<file path="src/rtl/sram_controller.sv">
// Data-memory port that serves 32-bit word requests as two 16-bit accesses
// (low half, then high half) on an external asynchronous SRAM.
module sram_controller #(
    parameter int unsigned BASE_ADDR     = 1024,
    parameter int unsigned SRAM_ADDR_W   = 18,
    parameter int unsigned ACCESS_CYCLES = 2
) (
    input  logic                   clk,
    input  logic                   rst,
    input  logic                   rdEn,
    input  logic                   wrEn,
    input  logic [31:0]            address,
    input  logic [31:0]            writeData,
    output logic [31:0]            readData,
    output logic                   ready,
    output logic [SRAM_ADDR_W-1:0] sramAddr,
    output logic [15:0]            sramDataOut,
    input  logic [15:0]            sramDataIn,
    output logic                   sramDataOE,
    output logic                   sramWE_N
);

    localparam int unsigned WORD_W = SRAM_ADDR_W - 1;
    localparam int unsigned CNT_W  = 2;
    localparam logic [CNT_W-1:0] CNT_LAST = CNT_W'(ACCESS_CYCLES - 1);

    typedef enum logic [1:0] {
        IDLE = 2'd0,
        LO   = 2'd1,
        HI   = 2'd2,
        DONE = 2'd3
    } state_t;

    typedef struct packed {
        logic              wr;
        logic [WORD_W-1:0] word;
        logic [31:0]       wdata;
    } req_t;

    state_t                 state_q, state_d;
    logic [CNT_W-1:0]       cnt_q, cnt_d;
    req_t                   req_q, req_d;
    logic [31:0]            rdata_d;
    logic [SRAM_ADDR_W-1:0] addr_d;
    logic [15:0]            dout_d;
    logic                   oe_d;
    logic                   we_n_d;
    logic                   req_c;
    logic                   last_c;

    // State, latched request and registered SRAM bus
    always_ff @(posedge clk or posedge rst) begin
        if (rst) begin
            state_q     <= IDLE;
            cnt_q       <= '0;
            req_q       <= '0;
            readData    <= '0;
            sramAddr    <= '0;
            sramDataOut <= '0;
            sramDataOE  <= 1'b0;
            sramWE_N    <= 1'b1;
        end else begin
            state_q     <= state_d;
            cnt_q       <= cnt_d;
            req_q       <= req_d;
            readData    <= rdata_d;
            sramAddr    <= addr_d;
            sramDataOut <= dout_d;
            sramDataOE  <= oe_d;
            sramWE_N    <= we_n_d;
        end
    end

    // Next state, request latch and read-data capture
    always_comb begin
        state_d = state_q;
        cnt_d   = cnt_q;
        req_d   = req_q;
        rdata_d = readData;
        ready   = 1'b0;
        req_c   = rdEn | wrEn;
        last_c  = (cnt_q == CNT_LAST);

        unique case (state_q)
            IDLE: begin
                ready = ~req_c;
                if (req_c) begin
                    state_d     = LO;
                    cnt_d       = '0;
                    req_d.wr    = wrEn;
                    req_d.word  = WORD_W'((address - BASE_ADDR) >> 2);
                    req_d.wdata = writeData;
                end
            end
            LO: begin
                if (last_c) begin
                    state_d = HI;
                    cnt_d   = '0;
                    if (!req_q.wr) begin
                        rdata_d[15:0] = sramDataIn;
                    end
                end else begin
                    cnt_d = cnt_q + CNT_W'(1);
                end
            end
            HI: begin
                if (last_c) begin
                    state_d = DONE;
                    cnt_d   = '0;
                    if (!req_q.wr) begin
                        rdata_d[31:16] = sramDataIn;
                    end
                end else begin
                    cnt_d = cnt_q + CNT_W'(1);
                end
            end
            DONE: begin
                ready   = 1'b1;
                state_d = IDLE;
            end
            default: begin
                state_d = IDLE;
            end
        endcase
    end

    // SRAM bus values for the upcoming state, so the pins never follow request inputs
    always_comb begin
        addr_d = '0;
        dout_d = '0;
        oe_d   = 1'b0;
        we_n_d = 1'b1;
        if ((state_d == LO) || (state_d == HI)) begin
            addr_d = {req_d.word, (state_d == HI)};
            if (req_d.wr) begin
                we_n_d = 1'b0;
                oe_d   = 1'b1;
                dout_d = (state_d == HI) ? req_d.wdata[31:16] : req_d.wdata[15:0];
            end
        end
    end

endmodule

</file>
<file path="config.mk">
export PLATFORM = sky130hd
export DESIGN_NAME = sram_controller
export DESIGN_NICKNAME = d
export VERILOG_FILES = /design/src/rtl/sram_controller.sv
export SDC_FILE = /design/constraint.sdc
export NUM_CORES = 1
export LEC_CHECK = 0
export BUFFER_PORTS_ARGS = -buffer_cell sky130_fd_sc_hd__buf_2
export CAP_MARGIN = 10
export CORE_MARGIN = 10
export CORE_UTILIZATION = 50
export DETAILED_ROUTE_END_ITERATION = 7
export PLACE_DENSITY_LB_ADDON = 0.05
export SLEW_MARGIN = 20
export SYNTH_ARGS = -nofsm -noshare
export SYNTH_HDL_FRONTEND = slang
export SYNTH_SLANG_ARGS = --single-unit
</file>
<file path="constraint.sdc">
create_clock -name clk -period 4.43 [get_ports clk]
set_input_delay 0 -clock clk [delete_from_list [all_inputs] [get_ports clk]]
set_output_delay 0 -clock clk [all_outputs]
set_load 0.1 [all_outputs]
</file>
# [Word-level counts from Yosys, hierarchy flattened]
# Index checks and enable logic that the tools add are counted.
[op_classes] n_addsub=2 n_eq_ne=7 muxes=18 bitwise=3 reduce_logical=7
[ops] operator="$mux W50" n=2
[ops] operator="$mux W16" n=3
[ops] operator="$sub A19 B11 Y19 const B" n=1
[ops] operator="$mux W18" n=1
[ops] operator="$mux W2" n=5
[ops] operator="$pmux W2 S4" n=1
[ops] operator="$eq A2 B1 Y1 const B" n=3
[ops] operator="$eq A2 B2 Y1 const B" n=3
[ops] operator="$reduce_and A3 Y1" n=2
[ops] operator="$mux W1" n=4
[ops] operator="$pmux W2 S2" n=1
[ops] operator="$add A2 B1 Y2 const B" n=1
[ops] operator="$logic_not A2 Y1" n=1
[ops] operator="$ne A2 B2 Y1 const B" n=1
[ops] operator="$not A1 Y1" n=2
[ops] operator="$pmux W1 S2" n=1
[ops] operator="$reduce_and A2 Y1" n=1
[ops] operator="$reduce_bool A2 Y1" n=1
[ops] operator="$reduce_or A2 Y1" n=1
[ops] operator="$logic_or A1 B1 Y1" n=1
[ops] operator="$or A1 B1 Y1" n=1
[word_totals] ff_bits=122 out_inout_bits=69 word_cells=48

# [Logic depth before layout (Yosys ltp)]
# Gate-level depths: netlist of run 1.
[depth] depth_word=7 depth_mapped=10 mapped_depth_nobuf=8

# [Worst setup path after synthesis of run 1]
# Ideal clock, no wire load.
[synth_path] path_kind="register to register" start="reg state_q[0]" end="reg sramDataOut[5]" setup_ns=0.126 t_arrival_ns=2.172 required_ns=4.304 slack_ns=2.132 stages_incl_launch_ff=11 synth_period_minus_slack_ns=2.298 cell_sequence="dfrtp_1 -> inv_1 -> ha_1 -> nor2_1 -> a21oi_1 -> a2bb2oi_1 -> ha_1 -> buf_1 -> buf_2 -> mux4_2 -> nor2b_1"
[synth_between] elab_chain_cells=6 elab_cells_between_ends=15
[synth_lines] item="start, declared" line="40" rtl="state_t state_q, state_d;"
[synth_lines] item="start signal, assigned" line="63" rtl="state_q <= state_d;"
[synth_lines] item="$eq A2 B2 Y1 (tied with other cells)" line="84" rtl="unique case (state_q)"
[synth_lines] item="$pmux W2 S4 (*)" line="84"
[synth_lines] item="via state_d[1]" line="40"
[synth_lines] item="$eq A2 B2 Y1" line="133, 138"
[synth_lines] item="$mux W16" line="138" rtl="dout_d = (state_d == HI) ? req_d.wdata[31:16] : req_d.wdata[15:0];"
[synth_lines] item="$mux W16" line="135" rtl="if (req_d.wr) begin"
[synth_lines] item="$mux W16 (*)" line="133" rtl="if ((state_d == LO) || (state_d == HI)) begin"
[synth_lines] item="via dout_d[5]" line="45" rtl="logic [15:0] dout_d;"
[synth_lines] item="end signal, assigned" line="68" rtl="sramDataOut <= dout_d;"
[synth_lines] item="end, declared" line="17" rtl="output logic [15:0] sramDataOut,"
# The timed path passes the listed nets; every way through them passes the cells marked *.
# A chain may end at the register's enable or synchronous reset.

# [Worst setup path after layout of run 1]
[layout_path] start="reg state_q[0]" end="reg sramDataOut[8]"
# Same word-level chain as after synthesis.

==> results of run 1 <==
## worst paths after layout
path                                 startpoint                        to  slack, ns  cells past startpoint
setup / recovery           state_q[0]$_DFF_PP0_  sramDataOut[8]$_DFF_PP0_       1.61                      8
hold / removal                              rst  sramDataOut[7]$_DFF_PP0_       0.19                      3
setup reg to reg           state_q[0]$_DFF_PP0_  sramDataOut[8]$_DFF_PP0_       1.61                      8
hold reg to reg             req_q[26]$_DFF_PP0_       req_q[26]$_DFF_PP0_       0.47                      2
max in group asynchronous                   rst       req_q[37]$_DFF_PP0_       3.29                      4
min in group clk                  writeData[28]       req_q[28]$_DFF_PP0_       0.22                      4
## registers in the layout, summed over array words and instances (netlist names)
name and flops:
req_q 50, cnt_q 2, sramAddr 18, readData 32, state_q 2, sramDataOE 1, sramWE_N 1, sramDataOut 16
## cell usage after synthesis (3+ instances only)
library cell  number
nor4_1             5
mux4_2            16
nor3_1             7
buf_2              9
a21oi_1            8
nor2b_1           25
mux2_2            40
ha_1               8
dfrtp_1          121
nand2_1          105
and4_1             4
xnor2_1            3
nor2_1            13
clkbuf_1           3
buf_6              3
inv_1              7
a211oi_1           7
## through the flow
stage / area, µm² / utilization, % / cells
6_report: 7110 / 72.4 / 763
4_1_cts: 7110 / 72.4 / 763
3_5_place_dp: 5870 / 59.8 / 662
2_1_floorplan: 5080 / - / 406
5_1_grt: 7110 / 72.4 / 763
3_3_place_gp: 5870 / 59.8 / 662
## tightest hold or removal path, delay by kind of cell
kind,cells,cell delay (ns)
buf+inv,3,1.20
## routing by layer
layer | share of wire [%] | track usage (%) | vias up | routed length, µm
met3 | 6.4 | 6.65 | 11 | 765
met2 | 51 | 28.1 | 98 | 6120
met1 | 42 | 19.6 | 1839 | 5000
li1 | - | - | 1802 | -
met4 | 1.2 | 6.49 | 0 | 146
met5 | 0 | 0 | - | 0
## cells by family (layout without fill, tap and decap cells)
group / Yosys count / count (layout)
simple gates: 167 / 167
flops: 122 / 122
mux: 56 / 56
compound gates: 25 / 25
buf+inv: 25 / 249
fa+ha+maj: 8 / 8
xor+xnor: 3 / 3
## area by class of cell
| class | instances | area share, % |
|---|---|---|
| Sequential cell | 122 | 43.0 |
| Tap cell | 133 | 2.34 |
| Clock buffer | 23 | 6.57 |
| Inverter | 7 | 0.440 |
| Multi-Input combinational cell | 259 | 26.8 |
| Timing Repair Buffer | 211 | 19.9 |
| Clock inverter | 8 | 0.986 |
==> metrics.csv, run 1 <==
metric,value,unit
status,"finished, final reports clean",
post-cts sizing count,0,
final worst setup slack,1.61,ns
CP peak stage delay,0.80,ns
vias in the first global route,3989,
max-slew violations,0,
Multi-input gate area,1900,µm²
CP Capture Type,flop,
first-pass GRT wire length,19700,µm
Netlist cell types,35,
Hold Crit Class,input port to asynchronous set/reset pin,
Yosys top cell by area,dfrtp_1,
diode count,0,
pin count of the biggest net entering global routing,87,
"delay-heaviest family, CP",adder cells,
routability cong.,0.749,
CP max-delay cell,ha_1,
post-route minimum period,2.82,ns
Post-route DRC,0,
DP HPWL,7900,µm
fill cell count,720,
critical-path cell list,"inv_1, ha_1, nor2_1, a21oi_1, a2bb2oi_1, ha_1, mux4_2, nor2b_1",
post-synthesis xor/xnor area fraction,0.517,%
worst-path fanout max,17,
Seq cells post-synth,122,
number of hold buffers added after CTS,70,
WL per Instance,15.8,µm
pre-CTS setup slack,1.59,ns
CP startpoint kind,flop,
Max clock buf depth,2,
fin crit share,63.6,%
num rows,36,
CTS Buf Count,17,
simple-gate share of the synthesized area,15.3,%
post-synthesis sequential area ratio,60.2,%
I/O pins,153,
CP arrival,3.18,ns
die width,121,µm
Least-Margin Pin Slew,0.894,ns
Fin. Hold Viols,0,
Worst-path clk slew,0.05,ns
total of warnings raised by yosys,0,
first-iteration detailed-routing DRC count,162,
Initial Util,51.7,%
syn avg cell area,12.5,µm²
Syn Nets,498,
gr ovfl total,0,
share of the synthesized area in the top cell type,59.6,%
Post-CTS Setup Repair Bufs,0,
CTS tree,yes,
DR pass1 iterations,4,
Vias per Instance,4.91,
Post-synth EDFFs,0,
CP Data Required Time,4.79,ns
# clock sinks,122,
H-Tree Depth,4,
Die H,121,µm
RSZ-0062 raised after global routing,no,
synthesized netlist cell count,406,
Layout area overhead,40.0,%
final setup TNS,0,ns
Worst Setup Path Type,flop to flop,
mux cell area share after synthesis,16.0,%
CP dominant cell by count,ha_1,
Final setup viols,0,
vias,3750,
core box area,9820,µm²
share of cells above drive strength 1,37.0,%
Tot GR Track Use,17.0,%
initial antenna violation count,0,
clock latency on the worst-skew pair,0.51,ns
slew margin rel.,40.4,%
remaining antenna violation count,0,
post-synthesis adder-cell area fraction,1.97,%
number of buffers added on ports,137,
Synth area leaders,"dfrtp_1 (60%), mux2_2 (8.9%), nand2_1 (7.8%)",
most frequent cells in the layout,"buf_2 (137), dfrtp_1 (121), nand2_1 (105)",
CTS root buf,clkbuf_8,
tightest hold margin,0.187,ns
Max Cap Violations,0,
Netlist Area Pre-Place,5080,µm²
f_max,0.355,GHz
Reg area,3050,µm²
die footprint,14600,µm²
most common flop cell mapped by yosys,dfrtp_1,
largest family of logic cells by synthesized area,multiplexers,
Async SR Flop Fraction,100,%
Worst Path Buf+Inv,1,
compound-gate portion of the synthesized area,3.55,%
Setup Skew,0.00613,ns
fin nets,710,
"commonest non-fill, non-tap cell in the layout",buf_2,
total routed wirelength,12000,µm
Power of run 1 is not shown: default switching activity piles up to over one toggle a cycle in this logic, so the estimate is an artifact.
==> run 2: changes to the inputs <==
- clock period: 4.43 -> 2.9 ns (I/O delays scaled with it)
==> run 2 against run 1 <==
- utilization up 1.4 points
- critical path depth decreased by 1
- sequential share of layout area is 0.82 points lower
- non-clock buffer count rose by 7
- register-to-register slack worse by 1.2 ns
- worst hold slack got worse by 0.067 ns
- fmax rose by 12%
- global-route usage increased by 0.39 points
- final cell count up 1.0%
- critical endpoint is now sramAddr[15]$_DFF_PP0_
==> metrics.csv, run 2 (same netlist as run 1, synthesis figures left out) <==
metric,value,unit,change
# clock sinks,122,,unchanged
Post-CTS Setup Repair Bufs,0,,unchanged
Placed Area,5920,µm²,was 5870 µm²
RSZ-0062 raised after global routing,no,,unchanged
CP Capture Type,flop,,unchanged
WL per Instance,15.7,µm,was 15.8 µm
Top reg by flops,req_q,,unchanged
fin crit share,87.0,%,was 63.6%
initial antenna violation count,0,,unchanged
max reg flops,50,,unchanged
max-slew violations,0,,unchanged
Die H,121,µm,unchanged
post-route minimum period,2.52,ns,was 2.82 ns
post-cts sizing count,0,,unchanged
first-iteration detailed-routing DRC count,160,,was 162
remaining antenna violation count,0,,unchanged
number of hold buffers added after CTS,73,,was 70
share of cells above drive strength 1,37.6,%,was 37.0%
fin nets,717,,was 710
total routed wirelength,12100,µm,was 12000 µm
Post-route DRC,0,,unchanged
CP max-delay cell,dlygate4sd3_1,,was ha_1
Least-Margin Pin Slew,0.683,ns,was 0.894 ns
Fin. Hold Viols,0,,unchanged
f_max,0.397,GHz,was 0.355 GHz
CP startpoint kind,flop,,unchanged
Hold Crit Class,input port to asynchronous set/reset pin,,unchanged
slew margin rel.,54.5,%,was 40.4%
final setup TNS,0,ns,unchanged
worst-path fanout max,67,,was 17
gr ovfl total,0,,unchanged
num rows,36,,unchanged
Layout area overhead,42.7,%,was 40.0%
DP HPWL,8000,µm,was 7900 µm
Setup Skew,0.00843,ns,was 0.00613 ns
CTS Buf Count,17,,unchanged
Worst-path clk slew,0.06,ns,was 0.05 ns
diode count,0,,unchanged
Worst Setup Path Type,flop to flop,,unchanged
Max clock buf depth,2,,unchanged
CP arrival,2.91,ns,was 3.18 ns
pin count of the biggest net entering global routing,68,,was 87
first-pass GRT wire length,20200,µm,was 19700 µm
Reg area,3050,µm²,unchanged
worst reg2reg path depth,7,,was 8
Vias per Instance,4.94,,was 4.91
R2R Path End,sramAddr[15]$_DFF_PP0_,,was sramDataOut[8]$_DFF_PP0_
CP Data Required Time,3.29,ns,was 4.79 ns
leading registers by flop count,"req_q (50), readData (32), sramAddr (18)",,unchanged
vias in the first global route,4147,,was 3989
H-Tree Depth,4,,unchanged
die footprint,14600,µm²,unchanged
CTS root buf,clkbuf_8,,unchanged
vias,3811,,was 3750
post-route design area,7250,µm²,was 7110 µm²
"commonest non-fill, non-tap cell in the layout",buf_2,,unchanged
DR pass1 iterations,4,,unchanged
"delay-heaviest family, CP",buffers and inverters,,was adder cells
CP peak stage delay,0.58,ns,was 0.80 ns
fill cell count,705,,was 720
Worst Path Buf+Inv,3,,was 1
Tot GR Track Use,17.4,%,was 17.0%
I/O pins,153,,unchanged
CTS tree,yes,,unchanged
"setup slack, reg-to-reg",0.38,ns,was 1.61 ns
status,"finished, final reports clean",,unchanged
Final setup viols,0,,unchanged
Multi-input gate area,1900,µm²,unchanged
critical-path cell list,"inv_1, ha_1, o21a_4, buf_12, and4_1, dlygate4sd3_1, nor4_1",,"was inv_1, ha_1, nor2_1, a21oi_1, a2bb2oi_1, ha_1, mux4_2, nor2b_1"
number of buffers added on ports,137,,unchanged
routability cong.,0.792,,was 0.749
most frequent cells in the layout,"buf_2 (137), dfrtp_1 (121), nand2_1 (105)",,unchanged
Initial Util,51.7,%,unchanged
RR Startpoint,state_q[0]$_DFF_PP0_,,unchanged
Max Cap Violations,0,,unchanged
die width,121,µm,unchanged
clock latency on the worst-skew pair,0.52,ns,was 0.51 ns
core box area,9820,µm²,unchanged
[run 2: worst min-delay path: stages]
cell           delay [ns]
dlygate4sd3_1        0.52
buf_2                0.13
clkinvlp_4           0.44
[run 2: worst max-delay path by stage]
| stage | from | cells after the start | slack, ns | endpoint |
|---|---|---|---|---|
| after floorplan | state_q[0]$_DFF_PP0_ | 10 | 0.60 | sramDataOut[5]$_DFF_PP0_ |
| after global placement | state_q[0]$_DFF_PP0_ | 9 | 0.60 | sramDataOut[10]$_DFF_PP0_ |
| after detailed placement | state_q[0]$_DFF_PP0_ | 9 | 0.51 | sramDataOut[12]$_DFF_PP0_ |
| after CTS | state_q[0]$_DFF_PP0_ | 7 | 0.42 | sramAddr[15]$_DFF_PP0_ |
| after global routing | state_q[0]$_DFF_PP0_ | 9 | 0.23 | sramDataOut[3]$_DFF_PP0_ |
| final | state_q[0]$_DFF_PP0_ | 7 | 0.38 | sramAddr[15]$_DFF_PP0_ |
[run 2: area by class of cell]
| cell class | instances | share of cell area [%] |
|---|---|---|
| sequential | 122 | 42.1 |
| multi-input combinational | 259 | 26.3 |
| timing repair buffer | 218 | 20.7 |
| clock buffer | 18 | 5.77 |
| clock inverter | 14 | 2.40 |
| tap | 133 | 2.30 |
| inverter | 7 | 0.414 |
[run 2: routing by layer]
layer / vias to the layer above / track usage (%) / wire length [µm]
li1: 1826 / - / -
met1: 1860 / 19.5 / 4990
met2: 109 / 29.5 / 6170
met3: 16 / 7.31 / 815
met4: 0 / 5.66 / 131
met5: - / 0 / 0
[run 2: stage by stage]
step / std cells / worst slack (ns) / utilization (%) / hold WS, ns
detailed placement: 666 / 0.513 / 60.3 / 0.130
CTS: 771 / 0.421 / 73.8 / 0.120
global placement: 666 / 0.595 / 60.3 / 0.121
floorplan: 406 / 0.602 / - / 0.105
global route: 771 / 0.227 / 73.8 / 0.182
finish: 771 / 0.378 / 73.8 / 0.120
Power of run 2 is left out for the same reason.
==> run 3: changes to the inputs <==
- REMOVE_ABC_BUFFERS: default -> 1
==> run 3 against run 2 <==
- utilization barely moved
- final cell count down 0.26%
- critical endpoint is now sramDataOut[8]$_DFF_PP0_
- largest cell class unchanged
- clock-buffer cell count is the same
- routed wire length grew 0.91%
==> metrics.csv, run 3 (same netlist as run 1, synthesis figures left out) <==
metric,value,unit,change
status,"finished, final reports clean",,unchanged
Layout area overhead,42.7,%,about the same
Setup Skew,0.0107,ns,was 0.00843 ns
CP peak stage delay,0.59,ns,was 0.58 ns
die width,121,µm,unchanged
Post-CTS Setup Repair Bufs,0,,unchanged
vias,3745,,was 3811
DP HPWL,7900,µm,was 8000 µm
final worst setup slack,0.443,ns,was 0.378 ns
first-iteration detailed-routing DRC count,133,,was 160
diode count,0,,unchanged
CP Capture Type,flop,,unchanged
DR pass1 iterations,4,,unchanged
WL per Instance,15.9,µm,was 15.7 µm
Hold Crit Class,input port to flop,,was input port to asynchronous set/reset pin
Vias per Instance,4.87,,was 4.94
Fin. Hold Viols,0,,unchanged
H-Tree Depth,4,,unchanged
first-pass GRT wire length,20300,µm,was 20200 µm
core box area,9820,µm²,unchanged
Top reg by flops,req_q,,unchanged
Die H,121,µm,unchanged
Final setup viols,0,,unchanged
CTS root buf,clkbuf_8,,unchanged
worst-path fanout max,44,,was 67
worst hold path depth,4,,
die footprint,14600,µm²,unchanged
fin nets,715,,was 717
share of cells above drive strength 1,38.1,%,was 37.6%
Max Cap Violations,0,,unchanged
"commonest non-fill, non-tap cell in the layout",buf_2,,unchanged
slew margin rel.,33.3,%,was 54.5%
Worst-path clk slew,0.06,ns,about the same
CP arrival,2.82,ns,was 2.91 ns
CTS Buf Count,17,,unchanged
post-cts sizing count,0,,unchanged
pin count of the biggest net entering global routing,77,,was 68
Tot GR Track Use,17.5,%,was 17.4%
post-route minimum period,2.46,ns,was 2.52 ns
leading registers by flop count,"req_q (50), readData (32), sramAddr (18)",,unchanged
CP startpoint kind,flop,,unchanged
Max clock buf depth,2,,unchanged
clock latency on the worst-skew pair,0.52,ns,about the same
CP Data Required Time,3.27,ns,was 3.29 ns
Worst Setup Path Type,flop to flop,,unchanged
vias in the first global route,4088,,was 4147
num rows,36,,unchanged
number of buffers added on ports,137,,unchanged
pre-CTS setup slack,0.457,ns,was 0.513 ns
critical-path cell list,"inv_1, ha_1, o21a_4, mux4_2, nor2b_1",,"was inv_1, ha_1, o21a_4, buf_12, and4_1, dlygate4sd3_1, nor4_1"
CP max-delay cell,o21a_4,,was dlygate4sd3_1
f_max,0.407,GHz,was 0.397 GHz
most frequent cells in the layout,"buf_2 (137), dfrtp_1 (121), nand2_1 (105)",,unchanged
remaining antenna violation count,0,,unchanged
worst reg2reg path depth,5,,was 7
RSZ-0062 raised after global routing,no,,unchanged
CTS tree,yes,,unchanged
max-slew violations,0,,unchanged
max reg flops,50,,unchanged
I/O pins,153,,unchanged
Post-route DRC,0,,unchanged
Initial Util,51.7,%,unchanged
fin crit share,84.7,%,was 87.0%
# clock sinks,122,,unchanged
total routed wirelength,12200,µm,was 12100 µm
routability cong.,0.761,,was 0.792
gr ovfl total,0,,unchanged
initial antenna violation count,0,,unchanged
Least-Margin Pin Slew,0.997,ns,was 0.683 ns
[run 3: critical path: cells and delay by family, from the launching register on]
| family | cells | cell delay [ns] |
|---|---|---|
| fa+ha+maj | 1 | 0.39 |
| simple gates | 1 | 0.15 |
| compound gates | 1 | 0.59 |
| flops | 1 | 0.42 |
| mux | 1 | 0.58 |
| buf+inv | 1 | 0.16 |
[run 3: layer usage]
| metal | track usage [%] | share of wire, % | routed length, µm |
|---|---|---|---|
| met5 | 0 | 0 | 0 |
| met4 | 6.11 | 0.50 | 61 |
| met1 | 20.0 | 42 | 5170 |
| met2 | 29.9 | 51 | 6290 |
| met3 | 5.91 | 5.7 | 691 |
[run 3: worst paths after layout]
| kind | from | end | slack, ns |
|---|---|---|---|
| min in group asynchronous | rst | sramDataOut[3]$_DFF_PP0_ | 0.23 |
| hold reg to reg | req_q[31]$_DFF_PP0_ | req_q[31]$_DFF_PP0_ | 0.47 |
| setup / recovery | state_q[0]$_DFF_PP0_ | sramDataOut[8]$_DFF_PP0_ | 0.44 |
| hold / removal | writeData[1] | req_q[1]$_DFF_PP0_ | 0.22 |
| max in group asynchronous | rst | sramAddr[3]$_DFF_PP0_ | 1.90 |
| setup reg to reg | state_q[0]$_DFF_PP0_ | sramDataOut[8]$_DFF_PP0_ | 0.44 |
[run 3: area by class of cell]
class,count,area (µm²)
Fill cell,709,2580
Multi-Input combinational cell,259,1900
Tap cell,133,166
Sequential cell,122,3050
Timing Repair Buffer,216,1470
Inverter,7,28.8
Clock inverter,14,196
Clock buffer,18,428
[run 3: what timing repair did]
item	CTS	global route
endpoints found under the hold margin	193	0
setup endpoints to repair	0	0
hold buffers	70	0
[run 3: stage by stage]
step	util (%)	hold slack [ns]	cell area, µm²	setup TNS, ns	instances
CTS	73.8	0.199	7240	0	769
global placement	60.3	0.200	5920	0	667
floorplan	-	0.105	4970	-49.37	388
global route	73.8	0.219	7240	0	769
finish	73.8	0.225	7240	0	769
detailed placement	60.3	0.212	5920	0	667
Power of run 3 is left out for the same reason.
